### config.mk
export PLATFORM = sky130hd
export DESIGN_NAME = btb_train_queue
export DESIGN_NICKNAME = d
export VERILOG_FILES = /design/src/rtl/btb_train_queue.sv
export SDC_FILE = /design/constraint.sdc
export NUM_CORES = 2
export LEC_CHECK = 0
export BUFFER_PORTS_ARGS = -buffer_cell sky130_fd_sc_hd__buf_2
export CAP_MARGIN = 25
export CORE_MARGIN = 2
export CORE_UTILIZATION = 43
export DETAILED_ROUTE_END_ITERATION = 6
export GPL_TIMING_DRIVEN = 0
export PLACE_DENSITY_LB_ADDON = 0.08
export SYNTH_ARGS = -nofsm -noshare
export SYNTH_HDL_FRONTEND = slang
export SYNTH_SLANG_ARGS = --single-unit
### constraint.sdc
create_clock -name clock -period 11.7 [get_ports clock]
set_clock_uncertainty 0.2 [all_clocks]
set_input_delay 0 -clock clock [delete_from_list [all_inputs] [get_ports clock]]
set_output_delay 0 -clock clock [all_outputs]
set_load 0.05 [all_outputs]
### src/rtl/btb_train_queue.sv
// BTB training queue: buffers branch resolutions that mispredicted, drains one BTB write per
// cycle and raises a registered redirect. Optional macro BTB_WR_COALESCE_EN merges same-PC pairs.
module btb_train_queue #(
   parameter int unsigned QUEUE_DEPTH = 4
) (
   input  logic        clock,
   input  logic        reset,
   input  logic        alu_0_valid,
   input  logic [63:0] alu_0_pc,
   input  logic [63:0] alu_0_pred_npc,
   input  logic        alu_0_taken,
   input  logic [63:0] alu_0_target,
   input  logic        alu_1_valid,
   input  logic [63:0] alu_1_pc,
   input  logic [63:0] alu_1_pred_npc,
   input  logic        alu_1_taken,
   input  logic [63:0] alu_1_target,
   output logic        btb_wr_en,
   output logic [63:0] btb_wr_pc,
   output logic [63:0] btb_wr_npc,
   output logic        mispredict,
   output logic [63:0] mispredict_npc,
   output logic        queue_full
);

   localparam int unsigned AW = $clog2(QUEUE_DEPTH);
   localparam int unsigned CW = AW + 1;

   logic [63:0]   pc_mem_q  [QUEUE_DEPTH];
   logic [63:0]   pc_mem_d  [QUEUE_DEPTH];
   logic [63:0]   npc_mem_q [QUEUE_DEPTH];
   logic [63:0]   npc_mem_d [QUEUE_DEPTH];
   logic [AW-1:0] wr_ptr_q, wr_ptr_d, rd_ptr_q, rd_ptr_d, wr_idx_1;
   logic [CW-1:0] count_q, count_d, free, need_1;
   logic          btb_wr_en_q, btb_wr_en_d, mispredict_q, mispredict_d;
   logic          queue_full_q, queue_full_d;
   logic [63:0]   btb_wr_pc_q, btb_wr_pc_d, btb_wr_npc_q, btb_wr_npc_d;
   logic [63:0]   mispredict_npc_q, mispredict_npc_d;
   logic [63:0]   correct_npc_0, correct_npc_1;
   logic          mis_0, mis_1, enq_0_req, enq_1_req, enq_0, enq_1, deq;
   logic          unused_pred_lsb;

   // Prediction check ignores the instruction-alignment bits.
   assign unused_pred_lsb = ^{alu_0_pred_npc[1:0], alu_1_pred_npc[1:0]};

   always_comb begin
      correct_npc_0 = alu_0_taken ? alu_0_target : alu_0_pc + 64'd4;
      correct_npc_1 = alu_1_taken ? alu_1_target : alu_1_pc + 64'd4;
      mis_0 = alu_0_valid && (correct_npc_0[63:2] != alu_0_pred_npc[63:2]);
      mis_1 = alu_1_valid && (correct_npc_1[63:2] != alu_1_pred_npc[63:2]);

      enq_0_req = mis_0;
      enq_1_req = mis_1;
`ifdef BTB_WR_COALESCE_EN
      if (mis_0 && mis_1 && (alu_0_pc[63:2] == alu_1_pc[63:2])) enq_0_req = 1'b0;
`endif

      // Space is judged before this cycle's pop; ALU 1 loses first.
      free   = CW'(QUEUE_DEPTH) - count_q;
      enq_0  = enq_0_req && (free >= CW'(1));
      need_1 = enq_0 ? CW'(2) : CW'(1);
      enq_1  = enq_1_req && (free >= need_1);
      deq    = (count_q != '0);

      wr_idx_1  = enq_0 ? wr_ptr_q + AW'(1) : wr_ptr_q;
      pc_mem_d  = pc_mem_q;
      npc_mem_d = npc_mem_q;
      if (enq_0) begin
         pc_mem_d[wr_ptr_q]  = {alu_0_pc[63:2], 2'b00};
         npc_mem_d[wr_ptr_q] = {correct_npc_0[63:2], 2'b00};
      end
      if (enq_1) begin
         pc_mem_d[wr_idx_1]  = {alu_1_pc[63:2], 2'b00};
         npc_mem_d[wr_idx_1] = {correct_npc_1[63:2], 2'b00};
      end

      wr_ptr_d = wr_ptr_q + AW'(enq_0) + AW'(enq_1);
      rd_ptr_d = rd_ptr_q + AW'(deq);
      count_d  = count_q + CW'(enq_0) + CW'(enq_1) - CW'(deq);
      queue_full_d = (count_d >= CW'(QUEUE_DEPTH - 1));

      btb_wr_en_d  = deq;
      btb_wr_pc_d  = deq ? pc_mem_q[rd_ptr_q]  : btb_wr_pc_q;
      btb_wr_npc_d = deq ? npc_mem_q[rd_ptr_q] : btb_wr_npc_q;

      mispredict_d     = mis_0 || mis_1;
      mispredict_npc_d = mis_0 ? correct_npc_0 : (mis_1 ? correct_npc_1 : mispredict_npc_q);
   end

   always_ff @(posedge clock) begin
      if (reset) begin
         wr_ptr_q         <= '0;
         rd_ptr_q         <= '0;
         count_q          <= '0;
         queue_full_q     <= 1'b0;
         btb_wr_en_q      <= 1'b0;
         btb_wr_pc_q      <= '0;
         btb_wr_npc_q     <= '0;
         mispredict_q     <= 1'b0;
         mispredict_npc_q <= '0;
      end else begin
         wr_ptr_q         <= wr_ptr_d;
         rd_ptr_q         <= rd_ptr_d;
         count_q          <= count_d;
         queue_full_q     <= queue_full_d;
         btb_wr_en_q      <= btb_wr_en_d;
         btb_wr_pc_q      <= btb_wr_pc_d;
         btb_wr_npc_q     <= btb_wr_npc_d;
         mispredict_q     <= mispredict_d;
         mispredict_npc_q <= mispredict_npc_d;
      end
   end

   // Entry storage needs no reset: the count alone decides what is valid.
   always_ff @(posedge clock) begin
      pc_mem_q  <= pc_mem_d;
      npc_mem_q <= npc_mem_d;
   end

   assign btb_wr_en      = btb_wr_en_q;
   assign btb_wr_pc      = btb_wr_pc_q;
   assign btb_wr_npc     = btb_wr_npc_q;
   assign mispredict     = mispredict_q;
   assign mispredict_npc = mispredict_npc_q;
   assign queue_full     = queue_full_q;

endmodule

# ---- Word level (Yosys, flattened, before mapping)
# Index checks and enable logic that the tools add are counted.
# Widths: inputs -> output; s select.
dict set report word_totals {
  register_bits 714
  in_bits 390
  word_cells 73
}
dict set report op_classes {
  add_sub_neg 10
  magnitude_cmp 8
  n_eq_ne 2
  muxes 24
  bitwise 3
  reduce_logical 9
}
# operator count
set op_table {}
lappend op_table {{$bwmux 256} 4}
lappend op_table {{$mux 256} 4}
lappend op_table {{$mux 64} 10}
lappend op_table {{$bmux 64 s2} 2}
lappend op_table {{$demux 64 s2} 2}
lappend op_table {{$add 64x3->64 const B} 2}
lappend op_table {{$ne 62x62->1} 2}
lappend op_table {{$ge 3x3->1 const B} 3}
lappend op_table {{$not 2->3} 3}
lappend op_table {{$add 2x1->2} 3}
lappend op_table {{$add 3x1->3} 2}
lappend op_table {{$logic_and 1x1->1} 6}
lappend op_table {{$lt 3x1->1 const B} 2}
lappend op_table {{$mux 2} 2}
lappend op_table {{$ge 3x1->1 const B} 1}
lappend op_table {{$ge 3x2->1} 1}
lappend op_table {{$ge 3x2->1 const B} 1}
lappend op_table {{$reduce_bool 3->1} 1}
lappend op_table {{$sub 3x1->3} 1}
lappend op_table {{$sub 3x3->3 const A} 1}
lappend op_table {{$add 2x1->2 const B} 1}
lappend op_table {{$reduce_bool 2->1} 1}
lappend op_table {{$logic_or 1x1->1} 1}

# ---- Depth between registers and ports, before layout
dict set report logic_depth {
  word_depth 13
  ltp_mapped 26
  ltp_nobuf 23
}

# ---- Least setup slack after synthesis
# OpenSTA, ideal clock, no wires.
dict set report synth_path {
  kind {in2reg}
  start {input port alu_0_pc[2]}
  end {register queue_full_q, in the netlist queue_full}
  arrival_ns 4.671
  required_ns 11.386
  slack_ns 6.715
  cell_stages 24
  n_path_buf 2
  path_cell_list {ha_1 and4_1 clkbuf_1 nand4_1 nor4_1 nand2_1 xnor2_1 mux2_2 o41ai_1 nand4_1 o21a_1 buf_2 nand2_1 ha_1 o21ai_0 nand3b_1 and2_4 fa_1 inv_1 fa_1 xnor2_1 xnor2_1 nor2_1 a21o_1}
}
dict set report synth_between {
  elab_chain_cells 11
  elab_cells_between_ends 12
}
# item line
set synth_rtl {}
lappend synth_rtl {{start, declared} 9} ;# input logic [63:0] alu_0_pc,
lappend synth_rtl {{$add 64x3->64 (*)} 47} ;# correct_npc_0 = alu_0_taken ? alu_0_target : alu_0_pc + 64'd4;
lappend synth_rtl {{$mux 64 (*)} 47}
lappend synth_rtl {{$ne 62x62->1 (*)} 49} ;# mis_0 = alu_0_valid && (correct_npc_0[63:2] != alu_0_pred_npc[63:2]);
lappend synth_rtl {{$logic_and 1x1->1 (*)} 49}
lappend synth_rtl {{$logic_and 1x1->1 (*)} 60} ;# enq_0 = enq_0_req && (free >= CW'(1));
lappend synth_rtl {{$mux 2} 61} ;# need_1 = enq_0 ? CW'(2) : CW'(1);
lappend synth_rtl {{$ge 3x2->1} 62} ;# enq_1 = enq_1_req && (free >= need_1);
lappend synth_rtl {{$logic_and 1x1->1} 62}
lappend synth_rtl {{$add 3x1->3 (*)} 79} ;# count_d = count_q + CW'(enq_0) + CW'(enq_1) - CW'(deq);
lappend synth_rtl {{$sub 3x1->3 (*)} 79}
lappend synth_rtl {{$ge 3x2->1 (*)} 80} ;# queue_full_d = (count_d >= CW'(QUEUE_DEPTH - 1));
lappend synth_rtl {{end signal, assigned} 105} ;# queue_full_q <= queue_full_d;
lappend synth_rtl {{end, declared} 36} ;# logic queue_full_q, queue_full_d;
# Mark *: on every way between the ends. The rest lies on a longest branch, timed or not.
# A chain may end at the register's enable or synchronous reset.

==> results.py <==
metrics = {
    "die": {
        "rows": 115,
        "boundaryPins": 585,
        "die_area_mm2": 0.102,
        "coreArea_mm2": 0.0984,
        "die_height_um": 319,
        "initial_core_util_pct": 43.4,
        "die_x_um": 319,
    },
    "power_and_ir_drop": {
        "power.leakage_nw": 23.6,
        "peakVddDrop_mv": 0.234,
        "power_density_mw_per_mm2": 266,
        "p_total_mw": 14.2,
    },
    "cells_and_area": {
        "fillers": 9163,
        "areaGrowthSynthToFinish_pct": 25.0,
        "final_layout_size_suffix_gt1_share_pct": 26.4,
        "finalCoreUtilization_pct": 54.2,
        "finalInstanceArea_mm2": 0.0533,
        "finalNonFillerCells": 6669,
        "nets": 5711,
    },
    "detailed_routing": {
        "num_vias": 41647,
        "drtAntennaViolNets": 0,
        "post_drt_wl_per_cell_um": 34.6,
        "drc": 0,
        "wl_mm": 231,
        "first_pass_iters": 6,
        "vias_per_cell": 6.24,
        "drt_iter0_markers": 5569,
    },
    "logic_synthesis": {
        "yosysWarningCount": 0,
        "syn-num-nets": 4754,
        "synth-async-reset-ratio_pct": 0,
        "synth.distinct_cells": 88,
        "synth_edf_count": 0,
        "synth_cells": 4348,
        "yosysSeqAreaShare_pct": 33.5,
        "synth-seq-cells": 714,
        "syn_avg_cell_area_um2": 9.82,
        "synth_top_flop_cell": "dfxtp_1",
        "synth_area_mm2": 0.0427,
    },
    "sta": {
        "fmax_mhz": 122,
        "hold_viol": 0,
        "tightest_slew_ns": 1.21,
        "rsz0062_at_grt": "false",
        "post-route-period-util_pct": 70.0,
        "setup_tns_ns": 0,
        "layout_min_cycle_time_ns": 8.19,
        "finalMaxSlewViolations": 0,
        "setup-violations-final": 0,
        "maxSlewHeadroom_pct": 18.4,
    },
    "clocking": {
        "post_cts_buffers": 0,
        "cts_buffers": 83,
        "path_clk_slew_ns": 0.06,
        "ctsLongestPathBuffers": 3,
        "cts_tree": "built",
        "post_cts_resized": 0,
        "cts_sinks": 714,
        "worstSkewPairLatency_ns": 0.73,
        "htree_levels": 3,
        "root_buffer": "clkbuf_16",
    },
    "setup_path": {
        "critPathMaxFanout": 10,
        "worstSetupPathType": "in -> reg",
        "critical_path.most_common_cell": "buf_2",
        "critPathMaxStageDelay_ns": 0.80,
        "worst_path_max_delay_cell": "clkbuf_1",
        "worstPathCellList": "buf_2 -> clkbuf_1 -> clkbuf_1 -> clkbuf_1 -> o21ai_0 -> nor4_1 -> o22ai_1 -> a311oi_1 -> o311ai_0 -> nor4_1 -> nand4_1 -> o21a_1 -> nand3_1 -> buf_2 -> buf_2 -> buf_2 -> mux2i_1 -> mux2i_1 -> dlygate4sd3_1",
        "cp-end-kind": "flop",
        "cp-start-kind": "primary input",
        "critPathRequiredTime_ns": 12.09,
        "worstPathArrival_ns": 8.58,
    },
    "grt": {
        "overflow": 0,
        "grt_pass1_wl_mm": 315,
        "antenna_found_initial": 22,
        "grt_pass1_vias": 40272,
        "grtUsageTotal_pct": 43.9,
        "grt_max_degree": 14,
    },
    "status": {
        "outcome": "completed",
    },
    "worst_hold_path": {
        "hold_class": "in -> reg",
    },
    "flow_run": {
        "maxCapViolCount": 0,
    },
    "placed_design": {
        "gp_congestion": 1.09,
        "place.port_buffers": 528,
        "dp_cells": 6215,
        "post_dp_cell_area_mm2": 0.0475,
        "dp_hpwl_mm": 182,
    },
}
## cell usage after synthesis (all sizes together) (65+ instances only)
library cell,n,area share [%]
dfxtp,714,33
mux2i,638,15
nand2,408,3.6
mux2,407,11
clkbuf,246,2.2
a21oi,209,2.5
nor2,182,1.6
xnor2,162,3.3
buf,144,2.0
mux4,128,6.8
nand2b,120,1.8
xor2,117,2.4
nand4,87,1.3
o21ai,83,0.97
nand3,68,0.81
inv,65,0.57
## power by group
group / leakage [nW] / switching (mW) / total (mW) / internal [mW]
combinational: 16.2 / 4.00 / 7.16 / 3.16
sequential: 5.98 / 0.581 / 4.22 / 3.64
clock: 1.43 / 1.18 / 2.80 / 1.62
## flip-flops by register name, indices dropped and copies added (netlist names)
| name | cells |
|---|---|
| wr_ptr_q | 2 |
| npc_mem_q | 256 |
| mispredict_npc | 64 |
| mispredict | 1 |
| pc_mem_q | 256 |
| queue_full | 1 |
| rd_ptr_q | 2 |
| count_q | 3 |
| btb_wr_pc | 64 |
| btb_wr_en | 1 |
| btb_wr_npc | 64 |
## worst max-delay path: cells and delay by family
kind / cells / cell delay (ns)
compound gates: 5 / 1.66
buf+inv: 8 / 4.79
mux: 2 / 0.38
simple gates: 4 / 1.69
## layout make-up
cell class | instances | area (um2) | share of cell area (%)
antenna | 10 | 25.0 | 0.0469
buffer | 390 | 1780 | 3.34
clock buffer | 121 | 2440 | 4.57
clock inverter | 31 | 462 | 0.865
inverter | 65 | 244 | 0.457
multi-input combinational | 3179 | 26400 | 49.5
sequential | 714 | 14300 | 26.8
tap | 1287 | 1610 | 3.02
timing repair buffer | 872 | 6080 | 11.4
## routing by layer
layer	track usage [%]	share of wire, %	vias up
met4	24.2	6.3	8
met1	58.8	41	20798
met2	64.7	42	2534
met5	0	0.021	-
li1	-	-	17774
met3	10.5	10	533
## what timing repair did
item	CTS	global route
setup endpoints to repair	0	0
hold buffers	275	1
endpoints found under the hold margin	569	5
## cell families after synthesis
logic type / share of synthesized area (%)
and+or+nand+nor: 13.9
adders and majority gates: 0.504
xor gates and xnor gates: 5.99
muxes: 33.2
DFF: 33.5
AOI/OAI and AO/OA: 8.25
buffers and inverters: 4.73
## cells in the final DEF, fill, tap and decap left out, types with 35 or more instances in the layout
cell type / instances
a21oi_1: 209
a311oi_1: 52
and3_1: 35
buf_1: 35
buf_2: 597
buf_4: 64
clkbuf_1: 258
clkbuf_16: 83
dfxtp_1: 714
dlygate4sd3_1: 276
inv_1: 65
mux2_2: 325
mux2_4: 82
mux2i_1: 638
mux4_2: 128
nand2_1: 408
nand2b_1: 120
nand3_1: 67
nand4_1: 85
nor2_1: 182
nor3_1: 46
nor4_1: 52
o21ai_0: 71
xnor2_1: 162
xor2_1: 117
## stage by stage
stage	hold WS (ns)	worst slack (ns)
floorplan	-0.0571	6.72
global placement	0.166	3.02
detailed placement	0.172	4.05
CTS	0.00147	3.89
global route	0.0223	3.89
finish	0.0257	3.51
## path summary, 6_finish.rpt
| path | from | slack [ns] | cells after the start | end |
|---|---|---|---|---|
| worst min register to register | btb_wr_npc[42] | 0.26 | 2 | btb_wr_npc[42] |
| worst max-delay path | alu_0_taken | 3.51 | 19 | pc_mem_q[7] |
| worst min-delay path | alu_0_pc[13] | 0.03 | 3 | pc_mem_q[77] |
| worst max register to register | count_q[0] | 6.32 | 12 | pc_mem_q[7] |
(Power assumes the default switching activity.)
